==> config.mk <==
export PLATFORM = sky130hd
export DESIGN_NAME = dtc_vote_accum_flat
export DESIGN_NICKNAME = d
export VERILOG_FILES = /design/src/rtl/dtc_vote_accum_if.sv /design/src/rtl/dtc_vote_accum.sv /design/src/flat_wrapper.sv
export SDC_FILE = /design/constraint.sdc
export NUM_CORES = 1
export LEC_CHECK = 0
export CORE_ASPECT_RATIO = 0.8
export CORE_UTILIZATION = 59
export DETAILED_ROUTE_END_ITERATION = 7
export GPL_TIMING_DRIVEN = 0
export MAX_ROUTING_LAYER = met4
export PLACE_DENSITY = 0.83
export RECOVER_POWER = 100
export SETUP_SLACK_MARGIN = 0.1
export SYNTH_ARGS = -nofsm -noshare
export SYNTH_HDL_FRONTEND = slang
export SYNTH_SLANG_ARGS = --single-unit
==> constraint.sdc <==
create_clock -name clk -period 3.45 [get_ports clk]
set_input_delay 0.69 -clock clk [delete_from_list [all_inputs] [get_ports clk]]
set_output_delay 0.69 -clock clk [all_outputs]
set_load 0.01 [all_outputs]
==> src/rtl/dtc_vote_accum_if.sv <==
// Handshake bundle for the vote accumulator: prediction input stream,
// flush strobe and the majority-vote result stream.
interface dtc_vote_accum_if #(
  parameter int CLASS_W   = 3,
  parameter int FRAME_LEN = 16
);
  localparam int CNT_W = $clog2(FRAME_LEN + 1);

  logic               in_valid;
  logic               in_ready;
  logic [CLASS_W-1:0] in_class;
  logic               flush;
  logic               out_valid;
  logic               out_ready;
  logic [CLASS_W-1:0] out_class;
  logic [CNT_W-1:0]   out_count;
  logic               out_tie;

  modport master (
    output in_valid, in_class, flush, out_ready,
    input  in_ready, out_valid, out_class, out_count, out_tie
  );

  modport slave (
    input  in_valid, in_class, flush, out_ready,
    output in_ready, out_valid, out_class, out_count, out_tie
  );
endinterface

==> src/rtl/dtc_vote_accum.sv <==
// Majority-vote accumulator: histograms a frame of class predictions,
// scans it one class per cycle, then holds majority/count/tie on the bus.
module dtc_vote_accum #(
  parameter int CLASS_W   = 3,
  parameter int FRAME_LEN = 16
) (
  input logic           clk,
  input logic           rst,
  dtc_vote_accum_if.slave bus
);
  localparam int NUM_CLASSES = 2 ** CLASS_W;
  localparam int CNT_W = $clog2(FRAME_LEN + 1);
  localparam logic [CNT_W-1:0] LAST_BEAT = CNT_W'(FRAME_LEN - 1);
  localparam logic [CLASS_W-1:0] LAST_IDX = CLASS_W'(NUM_CLASSES - 1);

  typedef enum logic [1:0] {ACCUM, SCAN, HOLD} state_t;

  state_t state, state_nx;

  logic [CNT_W-1:0]   cnt [NUM_CLASSES];
  logic [CNT_W-1:0]   samples;
  logic [CLASS_W-1:0] idx;
  logic [CLASS_W-1:0] best, best_nx;
  logic [CNT_W-1:0]   best_cnt, best_cnt_nx;
  logic               tie, tie_nx;
  logic [CLASS_W-1:0] res_class;
  logic [CNT_W-1:0]   res_count;
  logic               res_tie;
  logic               accept, take, in_rdy, out_vld;
  logic [CNT_W-1:0]   cur;

  always_ff @(posedge clk) begin
    if (rst) state <= ACCUM;
    else     state <= state_nx;
  end

  always_comb begin
    state_nx = state;
    in_rdy   = 1'b0;
    out_vld  = 1'b0;
    accept   = 1'b0;
    take     = 1'b0;
    unique case (state)
      ACCUM: begin
        in_rdy = 1'b1;
        accept = bus.in_valid;
        // a flush on an empty frame has nothing to report
        if ((accept && samples == LAST_BEAT) ||
            (bus.flush && (accept || samples != '0)))
          state_nx = SCAN;
      end
      SCAN: begin
        if (idx == LAST_IDX) state_nx = HOLD;
      end
      HOLD: begin
        out_vld = 1'b1;
        take    = bus.out_ready;
        if (take) state_nx = ACCUM;
      end
      default: state_nx = ACCUM;
    endcase
  end

  // strict greater-than keeps the lowest index on equal counts
  always_comb begin
    cur         = cnt[idx];
    best_nx     = best;
    best_cnt_nx = best_cnt;
    tie_nx      = tie;
    if (cur > best_cnt) begin
      best_nx     = idx;
      best_cnt_nx = cur;
      tie_nx      = 1'b0;
    end else if (cur == best_cnt && cur != '0) begin
      tie_nx = 1'b1;
    end
  end

  always_ff @(posedge clk) begin
    if (rst) begin
      for (int i = 0; i < NUM_CLASSES; i++) cnt[i] <= '0;
      samples   <= '0;
      idx       <= '0;
      best      <= '0;
      best_cnt  <= '0;
      tie       <= 1'b0;
      res_class <= '0;
      res_count <= '0;
      res_tie   <= 1'b0;
    end else begin
      if (accept) begin
        cnt[bus.in_class] <= cnt[bus.in_class] + 1'b1;
        samples <= samples + 1'b1;
      end
      if (state == ACCUM) begin
        idx      <= '0;
        best     <= '0;
        best_cnt <= '0;
        tie      <= 1'b0;
      end
      if (state == SCAN) begin
        idx      <= idx + 1'b1;
        best     <= best_nx;
        best_cnt <= best_cnt_nx;
        tie      <= tie_nx;
        if (idx == LAST_IDX) begin
          res_class <= best_nx;
          res_count <= best_cnt_nx;
          res_tie   <= tie_nx;
        end
      end
      if (take) begin
        for (int i = 0; i < NUM_CLASSES; i++) cnt[i] <= '0;
        samples <= '0;
      end
    end
  end

  assign bus.in_ready  = in_rdy;
  assign bus.out_valid = out_vld;
  assign bus.out_class = res_class;
  assign bus.out_count = res_count;
  assign bus.out_tie   = res_tie;
endmodule
==> src/flat_wrapper.sv <==
// flat-port wrapper written by rule: the top's interface ports become plain ports
module dtc_vote_accum_flat 
#(
  parameter int CLASS_W   = 3,
  parameter int FRAME_LEN = 16
)
  (clk, rst, bus_in_valid, bus_in_class, bus_flush, bus_out_ready, bus_in_ready, bus_out_valid, bus_out_class, bus_out_count, bus_out_tie);
  dtc_vote_accum_if #(.CLASS_W(CLASS_W), .FRAME_LEN(FRAME_LEN)) bus_i ();
  input logic clk;
  input logic rst;
  input wire logic [$bits(bus_i.in_valid)-1:0] bus_in_valid;
  input wire logic [$bits(bus_i.in_class)-1:0] bus_in_class;
  input wire logic [$bits(bus_i.flush)-1:0] bus_flush;
  input wire logic [$bits(bus_i.out_ready)-1:0] bus_out_ready;
  output wire logic [$bits(bus_i.in_ready)-1:0] bus_in_ready;
  output wire logic [$bits(bus_i.out_valid)-1:0] bus_out_valid;
  output wire logic [$bits(bus_i.out_class)-1:0] bus_out_class;
  output wire logic [$bits(bus_i.out_count)-1:0] bus_out_count;
  output wire logic [$bits(bus_i.out_tie)-1:0] bus_out_tie;
  assign bus_i.in_valid = bus_in_valid;
  assign bus_i.in_class = bus_in_class;
  assign bus_i.flush = bus_flush;
  assign bus_i.out_ready = bus_out_ready;
  assign bus_in_ready = bus_i.in_ready;
  assign bus_out_valid = bus_i.out_valid;
  assign bus_out_class = bus_i.out_class;
  assign bus_out_count = bus_i.out_count;
  assign bus_out_tie = bus_i.out_tie;
  dtc_vote_accum #(.CLASS_W(CLASS_W), .FRAME_LEN(FRAME_LEN)) u_core (.clk(clk), .rst(rst), .bus(bus_i));
endmodule
---- After elaboration in Yosys (flattened, before gate mapping) ----
Memory sizes are Yosys's and may differ from the RTL's. A register that Yosys moved wholly into a read port is not among the register bits.
Index checks and enable logic that the tools add are counted.
Widths: inputs -> output; s select.
word-level totals
  output and inout bits ................... 11
  register bits ........................... 28
  logic and storage cells ................. 83
  memories kept ........................... 1
  RAM bits ................................ 40
operators by class
  equal/unequal tests ..................... 8
  $lt $le $gt $ge ......................... 1
  mux-type cells .......................... 40
  reductions and logical operators ........ 13
  bitwise gates (word level) .............. 8
  add/sub/neg operators ................... 3
memories
  memory      depth  width  rd ports  clocked after memory_dff  wr ports  RTL line              source
  u_core.cnt  8      5      2         1                         8         dtc_vote_accum.sv:20  logic [CNT_W-1:0] cnt [NUM_CLASSES];
operators with widths
  cell                 number
  $mux 5               12
  $mux 3               7
  $mux 1               17
  $add 5x1->5 const B  2
  $reduce_bool 5->1    2
  $or 1x1->1           8
  $mux 2               3
  $pmux 2 s3           1
  $eq 5x4->1 const B   1
  $eq 5x5->1           1
  $gt 5x5->1           1
  $reduce_or 5->1      1
  $ne 2x1->1 const B   2
  $add 3x1->3 const B  1
  $eq 3x3->1 const B   1
  $logic_and 1x1->1    3
  $reduce_and 3->1     1
  $eq 2x1->1 const B   1
  $eq 2x2->1 const B   1
  $logic_not 2->1      1
  $logic_or 1x1->1     2
  $ne 2x2->1 const B   1
  $reduce_and 2->1     1
  $reduce_bool 2->1    1
  $reduce_or 2->1      1

---- Logic depth before layout (Yosys ltp) ----
  depth in word-level cells ............... 7
  gate-level depth with buffers ........... 12
  mapped depth without buffers ............ 10

---- Least setup slack after synthesis ----
No wires, ideal clock.
  path type ............................... register to register
  start point ............................. reg with a tool-made name
  end point ............................... reg u_core.best[0]
  required time ........................... 3.380 ns
  setup time .............................. 0.070 ns
  path slack .............................. 0.733 ns
  path buffers ............................ 2
  stages on the path, launching flop included .. 12
  data arrival time ....................... 2.647 ns
  cell sequence ........................... dfxtp_1 buf_6 mux4_1 mux2_2 ha_1 and3_1 nand3_1 o21ai_0 nor2_1 buf_2 nand3_1 a21oi_1
RTL lines
  element                 RTL line               source
  end signal: assignment  dtc_vote_accum.sv:103  best <= best_nx;
  end: declaration        dtc_vote_accum.sv:23   logic [CLASS_W-1:0] best, best_nx;

==> impl_metrics.toml <==
[cells_and_area]
fin_cells = 460
fin_nets = 393
antenna_cells = 0
multiInputGateArea_mm2 = 0.00173
nFillCells = 452
area_growth_syn_to_layout_pct = 11.3
regArea_mm2 = 0.00182
drive_above_1_share_pct = 13.2

[setup_path]
regToRegSetupSlack_ps = 300
critPathKind = "in -> reg"
crit_path_cell_trace = "dlygate4sd3_1 -> or3b_2 -> a21oi_1 -> a2111o_1 -> buf_4 -> ha_1 -> inv_1 -> xnor2_1 -> nor2_1"
cp_data_arrival_time_ps = 3300
crit_path_max_incr_delay_ps = 650
cp.buffers_inverters = 3
crit_fanout = 10
cpMaxStageDelayCell = "dlygate4sd3_1"
cp_top_family = "buffers and inverters"
startpoint_type = "primary input"
cp.required_ps = 3520
endpoint_kind = "flop"

[sta]
relSlewSlack_pct = 47.8
setup_viol = 0
clock.fmax_ghz = 0.310
setup_tns_ps = 0
worst_pin_slew_ps = 777
rsz0062_at_grt = "false"
hold_violations = 0
maxSlewViolCount = 0
finalCriticalPeriod_ps = 3230
skew_ps = 9.69
fin_crit_sh_pct = 93.6
timing.hold.ws_ps = 454

[global_route]
grt_pass1_vias = 2719
grt_max_degree = 14
antenna_found_initial = 0
grt.total_usage_pct = 28.4
grt_pass1_wl_um = 13700
grt_overflow = 0

[floorplanning]
num_io_pins = 19
start_util_pct = 62.2
die_w_um = 91.2
num_rows = 25
fp.coreArea_mm2 = 0.00604
die_h_um = 73.4
dieArea_mm2 = 0.00669

[route]
drtIter0Drc = 383
wirelength_um = 8550
wl_per_cell_um = 18.6
drt-vias-per-instance = 6.18
post-route-drc-count = 0
via_count = 2841
drtAntennaViolNets = 0
firstDrtPassIters = 5

[job]
cap_viol_max_count = 0

[synth]
async_flop_share_pct = 0
ys.flop_type = "edfxtp_1"
syn_area_mm2 = 0.00375
yosysSeqAreaShare_pct = 48.5
yosys.cell_types.count = 54
synth_nets = 366
netlist_instances = 347
synth_warnings = 0
avgSynthCellArea_um2 = 10.8
synth_seq_cells = 71
synth_edf_count = 40

[clock_network]
cts_setup_buffers = 0
hold_buffers = 0
clk_pin_slew_ps = 80
h-tree-depth = 3
cts_tree = "built"
clockBufferDepth = 2
cts_sinks = 71
cts_buffers = 9
cts-root-buf = "clkbuf_8"
insertion_delay_ps = 360

[place]
place.gp.congestion = 0.883
hpwlAfterDp_um = 6280
port_buffers = 17
dp.cells = 445

[run_status]
outcome = "finished, final reports clean"

[pwr]
cellLeakagePower_uw = 0.00156
ir_drop_v = 0.000292
power_uw = 1820
power.density_mw_per_mm2 = 436

[min_path]
hold_class = "reg -> reg"
## worst register-to-register path, cell delays in order, from the launching register on
cell	delay, ps
dfxtp_1	330
buf_6	180
mux4_2	520
mux2_4	300
ha_1	300
o21ai_0	150
a21oi_1	70
nor3_1	470
nor2_2	160
clkbuf_2	240
o211ai_1	200
a21oi_1	90
## cells in the mapped netlist (5+ instances only)
master    count  area share (%)
ha_1         11             3.7
nor2b_1       5            0.83
nor2_1       58             5.8
nand3b_1      8             1.6
mux4_2       10             6.0
dfxtp_1      31              17
a21oi_1      21             2.8
edfxtp_1     40              32
mux2i_1       8             2.1
inv_1        13             1.3
nor3_1        6            0.80
nand3_1       8             1.1
nand2_1      39             3.9
clkbuf_1      8            0.80
o21ai_0      10             1.3
o211ai_1      7             1.4
## routing by layer
layer | track usage (%) | share of wire [%] | vias to the layer above
met5 | - | 0 | -
li1 | - | - | 1316
met3 | 8.07 | 9.0 | 12
met1 | 37.1 | 43 | 1372
met2 | 43.3 | 46 | 141
met4 | 9.70 | 1.4 | 0
## flip-flops by register name, indices dropped and copies added (netlist names), named ones only
signal and cells:
u_core.state 2, u_core.bus.out_count 5, u_core.bus.out_class 3, u_core.samples 5, u_core.best_cnt 5, u_core.cnt 40, u_core.bus.out_tie 1, u_core.best 3
u_core.tie 1, u_core.idx 3
## final cells by class
cell class,count,share of cell area (%)
multi-input combinational,245,41.4
sequential,71,43.6
clock buffer,11,3.65
tap,81,2.43
buffer,17,2.91
timing repair buffer,17,4.07
inverter,13,1.17
clock inverter,5,0.779
## cell usage in the layout, fill, tap and decap left out, types with 3 or more instances in the layout
cell type	synthesis	layout
nand2_1	39	39
dlygate4sd3_1	0	15
clkbuf_1	8	8
mux4_2	10	10
and3_1	2	3
dfxtp_1	31	30
buf_6	4	4
mux2i_1	8	9
mux4_1	4	4
nand2b_1	3	3
buf_4	4	4
ha_1	11	11
nand3b_1	8	8
inv_1	13	13
a311oi_1	3	3
clkinv_2	0	3
a21oi_1	21	21
nor3_1	6	6
or3_1	3	3
o21ai_0	10	9
edfxtp_1	40	40
clkbuf_8	0	9
nor2b_1	5	5
nor2_1	58	57
o211ai_1	7	8
nand3_1	8	8
## final timing paths
path / cells past startpoint / start / to
worst max-delay path: 9 / bus_in_class[0] / u_core.cnt[5][2]$_SDFFCE_PN0P_
worst min-delay path: 2 / u_core.bus.out_count[2]$_SDFFE_PP0P_ / u_core.bus.out_count[2]$_SDFFE_PP0P_
worst max register to register: 11 / flop / u_core.bus.out_count[3]$_SDFFE_PP0P_
worst min register to register: 2 / u_core.bus.out_count[2]$_SDFFE_PP0P_ / u_core.bus.out_count[2]$_SDFFE_PP0P_
## power breakdown
group | switching [µW] | leakage, µW | total, µW | internal, µW
clock network | 324 | 0.0000982 | 627 | 303
registers | 22.3 | 0.000666 | 946 | 924
logic | 155 | 0.000792 | 250 | 94.9
total | 501 | 0.00156 | 1820 | 1320
## metrics by stage
stage	instance area (µm²)	util (%)	setup WS, ps
2_1_floorplan	3750	-	733
5_1_grt	4180	69.2	77.2
6_report	4180	69.2	220
4_1_cts	4210	69.7	215
3_3_place_gp	4030	66.7	31.8
3_5_place_dp	4030	66.7	-28.0
## cells by family (layout without fill, tap and decap cells)
family,after synthesis,after routing,synth area share (%)
AND/OR/NAND/NOR,141,141,17.3
flip-flops,71,71,48.5
AO/OA/AOI/OAI,59,59,10.6
buffers and inverters,31,63,4.63
multiplexers,28,28,13.2
adder cells (fa/ha/maj),11,11,3.67
XOR/XNOR,6,6,2.10
## timing repair
| item | 4_1_cts | 5_1_grt |
|---|---|---|
| hold endpoints to repair | 0 | 0 |
| endpoints found under the setup margin | 10 | 12 |
| pin swaps | 0 | 0 |
| resized for setup | 0 | 3 |
No activity file was read; power rests on OpenSTA's default activity.
